**src/rtl/regfile_mp.sv**
```systemverilog
// Multi-port register file with two write ports, optional write-to-read
// bypass and a per-register busy scoreboard for long-latency writeback.
module regfile_mp #(
  parameter int DW     = 32,
  parameter int AW     = 5,
  parameter int NRD    = 2,
  parameter int BYPASS = 1
) (
  input  logic              clk,
  input  logic              rst,
  input  logic              ena,
  input  logic              we0,
  input  logic [AW-1:0]     waddr0,
  input  logic [DW-1:0]     wdata0,
  input  logic              we1,
  input  logic [AW-1:0]     waddr1,
  input  logic [DW-1:0]     wdata1,
  input  logic              bset,
  input  logic [AW-1:0]     baddr,
  input  logic [NRD*AW-1:0] raddr,
  output logic [NRD*DW-1:0] rdata,
  output logic [NRD-1:0]    rbusy,
  output logic              busy_any
);

  localparam int DEPTH = 2 ** AW;
  localparam bit BP    = (BYPASS != 0);

  logic [DW-1:0]    mem [DEPTH];
  logic [DEPTH-1:0] busy;

  always_ff @(posedge clk or posedge rst) begin
    if (rst) begin
      for (int i = 0; i < DEPTH; i++)
        mem[i] <= '0;
      busy <= '0;
    end else if (ena) begin
      // WP1 beats WP0; a new issue (bset) beats an old writeback clear
      for (int i = 1; i < DEPTH; i++) begin
        if (we1 && waddr1 == AW'(i))
          mem[i] <= wdata1;
        else if (we0 && waddr0 == AW'(i))
          mem[i] <= wdata0;
        if (bset && baddr == AW'(i))
          busy[i] <= 1'b1;
        else if (we1 && waddr1 == AW'(i))
          busy[i] <= 1'b0;
      end
    end
  end

  assign busy_any = ena && !rst && (|busy);

  for (genvar k = 0; k < NRD; k++) begin : g_rd
    logic [AW-1:0] ra;
    logic          live;
    logic          hit0;
    logic          hit1;
    logic          hset;

    assign ra   = raddr[k*AW +: AW];
    assign live = ena && !rst && (ra != '0);
    assign hit0 = BP && we0 && (waddr0 == ra);
    assign hit1 = BP && we1 && (waddr1 == ra);
    assign hset = bset && (baddr == ra);

    assign rdata[k*DW +: DW] = !live ? '0     :
                               hit1  ? wdata1 :
                               hit0  ? wdata0 :
                                       mem[ra];

    // A same-cycle WP1 writeback releases the consumer unless re-issued
    assign rbusy[k] = live && busy[ra] && !(hit1 && !hset);
  end

endmodule
```
**config.mk**
```make
export PLATFORM = sky130hd
export DESIGN_NAME = regfile_mp
export DESIGN_NICKNAME = d
export VERILOG_FILES = /design/src/rtl/regfile_mp.sv
export SDC_FILE = /design/constraint.sdc
export NUM_CORES = 2
export LEC_CHECK = 0
export CAP_MARGIN = 0
export CORE_ASPECT_RATIO = 1.5
export CORE_MARGIN = 2
export CORE_UTILIZATION = 60
export DETAILED_ROUTE_END_ITERATION = 10
export PLACE_DENSITY = 0.76
export SETUP_SLACK_MARGIN = 0.15
export SYNTH_ARGS = -nofsm -noshare
export SYNTH_HDL_FRONTEND = slang
export SYNTH_SLANG_ARGS = --single-unit
```
**constraint.sdc**
```tcl
create_clock -name clk -period 73.1 [get_ports clk]
set_clock_uncertainty 0.2 [all_clocks]
set_input_delay 14.62 -clock clk [delete_from_list [all_inputs] [get_ports clk]]
set_output_delay 14.62 -clock clk [all_outputs]
set_load 0.03 [all_outputs]
```
Word-level counts from Yosys, hierarchy flattened
Index checks and enable logic that the tools add are counted.
{ "word_totals": {"in_bits": 95, "reg_bits": 1023, "word_cells": 548, "output_inout_bits": 67} }
{ "op_classes": {"n_reduce_logical": 241, "eq_ne": 99, "magnitude_cmp": 4, "bitwise": 2, "muxes": 140} }
{ "ops": {"columns": ["cell", "n"], "rows": [
  ["$mux W32", 72],
  ["$bmux W32 S5", 2],
  ["$eq A5 B5 Y1 const B", 48],
  ["$reduce_and A2 Y1", 62],
  ["$reduce_bool A2 Y1", 62],
  ["$eq A5 B4 Y1 const B", 24],
  ["$logic_and A1 B1 Y1", 109],
  ["$mux W1", 64],
  ["$eq A5 B3 Y1 const B", 12],
  ["$reduce_or A32 Y1", 1],
  ["$eq A5 B2 Y1 const B", 6],
  ["$eq A5 B5 Y1", 6],
  ["$eq A5 B1 Y1 const B", 3],
  ["$ge A6 B6 Y1 const B", 2],
  ["$lt A5 B6 Y1 const B", 2],
  ["$not A5 Y6", 2],
  ["$bmux W1 S5", 2],
  ["$reduce_bool A5 Y1", 2],
  ["$logic_not A1 Y1", 5]
]} }

Longest topological paths before layout
{ "depth": {"depth_word": 7, "ltp_mapped": 10, "ltp_nobuf": 5} }

Least setup slack after synthesis
OpenSTA, ideal clock, no wires.
{ "synth_path": {"kind": "input port to output port", "startpoint": "in ena", "endpoint": "out rdata[53]", "cell_stages": 8, "path_buffers": 3, "slack_ns": 40.886, "t_arrival_ns": 17.394, "t_required_ns": 58.280, "path_cell_list": "buf_2 nor2b_1 o41ai_1 o21ba_1 clkbuf_1 nand2b_1 buf_2 o41ai_1"} }
{ "synth_via": {"elab_chain_cells": 3} }
{ "synth_lines": {"columns": ["item", "line", "text"], "rows": [
  ["start, declared", "11", "input logic ena,"],
  ["$logic_and A1 B1 Y1 (2 in a row)", "62", "assign live = ena && !rst && (ra != '0);"],
  ["$mux W32", "67", "assign rdata[k*DW +: DW] = !live ? '0 :"],
  ["end, declared", "21", "output logic [NRD*DW-1:0] rdata,"]
]} }
No other way between the ends.

Worst setup path after layout
{ "layout_path": {"startpoint": "in raddr[9]", "endpoint": "out rdata[53]"} }
{ "layout_via": {"elab_chain_cells": 7, "word_cells_on_any_way": 13, "classes_between": "eq/ne: 2; mux: 6; bitwise: 1; reduce/logical: 4"} }
{ "layout_lines": {"columns": ["item", "line", "text"], "rows": [
  ["start, declared", "20", "input logic [NRD*AW-1:0] raddr,"],
  ["$not A5 Y6 (not written as such)", "70", "mem[ra];"],
  ["$bmux W32 S5", "70", null],
  ["$mux W32 (not written as such) (2 in a row)", "70", null],
  ["$mux W32", "69", "hit0 ? wdata0 :"],
  ["$mux W32", "68", "hit1 ? wdata1 :"],
  ["$mux W32 (*)", "67", null]
]} }
Every way passes the cells marked *; elsewhere a longest branch is shown, timed or not. The select of a mux whose other input is x is not followed.

==> results.md <==
* Status: complete, but fails checks
* Violated checks: design-rule violations, max-capacitance violations, max-slew violations
* Die span in y at 411 µm
* DRC at 1
* First-pass GRT wire length at 416 mm
* TritonCTS Sinks at 1023
* FILL cells at 8779
* Syn nets at 7014
* Worst Setup End Kind: output pin
* Pin count of the biggest net entering global routing at 153
* Cts repair resizes at 0
* Cell Area, Synth at 66400 µm²
* H-tree depth at 3
* Crit path required time at 58.28 ns
* Worst setup startpoint: raddr[9]
* Total I/O pin count at 162
* CTS tree: done
* Peak Freq at 28.5 MHz
* Top post-synthesis cells by area: dfrtp_1 (39%), mux2i_1 (18%), mux4_2 (7.6%), a21oi_1 (4.8%), nor2_1 (4.0%)
* TNS Setup at 0 ns
* Syn_area_per_cell at 9.59 µm²
* Row cnt at 149
* Syn-to-layout area delta at 7.98%
* LEAKAGE at 28.5 nW
* Post-synth ARST share at 1.00
* Post-route minimum period at 35.03 ns
* WHS at 0.301 ns
* Nets at 6649
* Total gr overflow at 0
* Share of layout cells above drive strength 1 at 0.133
* Synth area leader: dfrtp_1
* Post-synthesis mux area share at 0.289
* Via count at 62400
* Most common cell after layout, fill and taps aside: mux2i_1
* Multi-input logic area at 37300 µm²
* Final period util at 0.479
* Reg area at 25600 µm²
* Die X at 276 µm
* TritonCTS Buffers at 104
* Vias/cell at 7.72
* First DRT Iteration DRCs at 10700
* Number of synthesized flops with an enable pin at 0
* Min-Delay Path Class: flip-flop to flip-flop
* Core area at 110000 µm²
* Worst IR Drop VDD at 0.0210 mV
* Synth Area in XOR/XNOR at 0.00396
* Gr usage total at 0.507
* CP startpoint kind: input port
* Simple-Gate Fraction of Synth Area at 0.101
* Flops & latches, synth at 1023
* Reg-to-Reg Start: mem[950]
* Input/output buffers at 161
* Crit path kind: input port to output pin
* Cells after Synth at 6919
* Post-CTS setup buffers at 0
* Total die area at 113000 µm²
* Detailed-placement wirelength estimate at 163 mm
* Max-cap viol count at 3
* Compound-Gate Fraction of Synth Area at 0.161
* Top cell type's share of synthesized area at 0.386
* Clk slew on worst S/H paths at 0.06 ns
* Synth Warn # at 33
* Setup violators final at 0
* Clock Latency Late Sink at 0.74 ns
* Wire length per cell at 35.7 µm
* Max FO, Critical Path at 33
* RePlAce Congestion at 1.05
* Initial Util at 0.604
* WL final at 289 mm
* Main combinational cell family by area after synthesis: multiplexers
* Slew HR at -0.134
* Initial antenna violation count at 23
* Pwr/cell area at 26.4 nW/µm²
* Seq/Total Area, Yosys at 0.386
* Most frequent cells in the layout: mux2i_1 (1200), dfrtp_1 (1023), nor2_1 (710)
* Yosys cell types at 58
* CTS Hold Bufs at 0
* Pins over their slew limit at 36
* RSZ-0062 raised after global routing: no
* Critical path arrival at 20.21 ns
* Post-synth top flop: dfrtp_1
* Worst hold start: mem[553]
* CTS root buffer: clkbuf_16
* Vias in the first global route at 60900
* Final Hold Fails at 0
* Post-synthesis adder-cell area fraction at 0
* Worst-margin pin slew at 1.70 ns
* TritonRoute pass-1 iters at 11
* CTS Buffer Depth at 3
* Post-DRT Antenna Nets at 0
## sequential cells by signal, summed over array words and instances (netlist names)
name  flops
mem     992
busy     31
## metal layers
metal	up-vias	routed length, µm	global-route usage
met3	2272	47300	0.249
li1	24500	-	-
met2	5824	116000	0.696
met4	26	34700	0.457
met1	29900	90300	0.576
met5	-	297	0.00863
## cell families after synthesis
logic type                after synthesis
xor gates and xnor gates               30
and+or+nand+nor                      1594
muxes                                1611
buffers and inverters                 880
AOI/OAI and AO/OA                    1781
DFF                                  1023
## worst paths after layout
kind	end	slack (ns)	cells after the start
worst min-delay path	mem[553]	0.30	2
min in group asynchronous	mem[681]	14.57	2
worst max register to register	mem[950]	72.10	2
max in group asynchronous	mem[39]	54.29	6
worst min register to register	mem[553]	0.30	2
worst max-delay path	rdata[53]	38.07	9
## layout make-up
type                    instances  area share
clock buffers                 162      0.0446
well taps                    1434      0.0250
repair buffers                371      0.0449
flip-flops and latches       1023       0.357
clock inverters                28     0.00531
inverters                      38     0.00210
multi-input cells            5016       0.520
diodes                         13    0.000454
## where the power goes
part | switching [mW] | leakage [nW] | internal [mW] | total [mW]
logic | 0.271 | 14.1 | 0.217 | 0.488
clock network | 0.248 | 1.76 | 0.327 | 0.575
registers | 0.119 | 12.7 | 0.707 | 0.827
total | 0.639 | 28.5 | 1.25 | 1.89
## metrics by stage
step                      instance area, µm²  power (mW)  std cells   util  setup WS [ns]
after floorplan                        66400        1.14       6919      -          29.49
after global placement                 68000        1.27       7874  0.619          37.91
after detailed placement               68000        1.29       7880  0.620          38.53
after CTS                              71600        1.86       8070  0.652          38.49
after global routing                   71600        1.95       8073  0.652          38.38
final                                  71700        1.89       8085  0.653          38.07
## synthesized netlist by cell type (97+ instances only)
cell type,n
a31oi_1,97
o21ai_0,174
a21oi_1,638
mux4_2,223
nor2_1,714
buf_2,258
o21ai_1,288
mux2_2,170
nor3_1,134
nand2_1,598
clkbuf_1,443
dfrtp_1,1023
mux2i_1,1200
o22ai_1,195
a221oi_1,100
## critical path, cell delays in order
cell and delay, ns:
buf_2 0.33, buf_4 0.76, xor2_1 0.22, nor4_1 0.07
and3_2 0.19, buf_4 0.36, nand2b_2 1.07, o41ai_1 1.58
clkdlybuf4s50_1 0.88
Note: power is estimated with default switching activity, not from simulation.
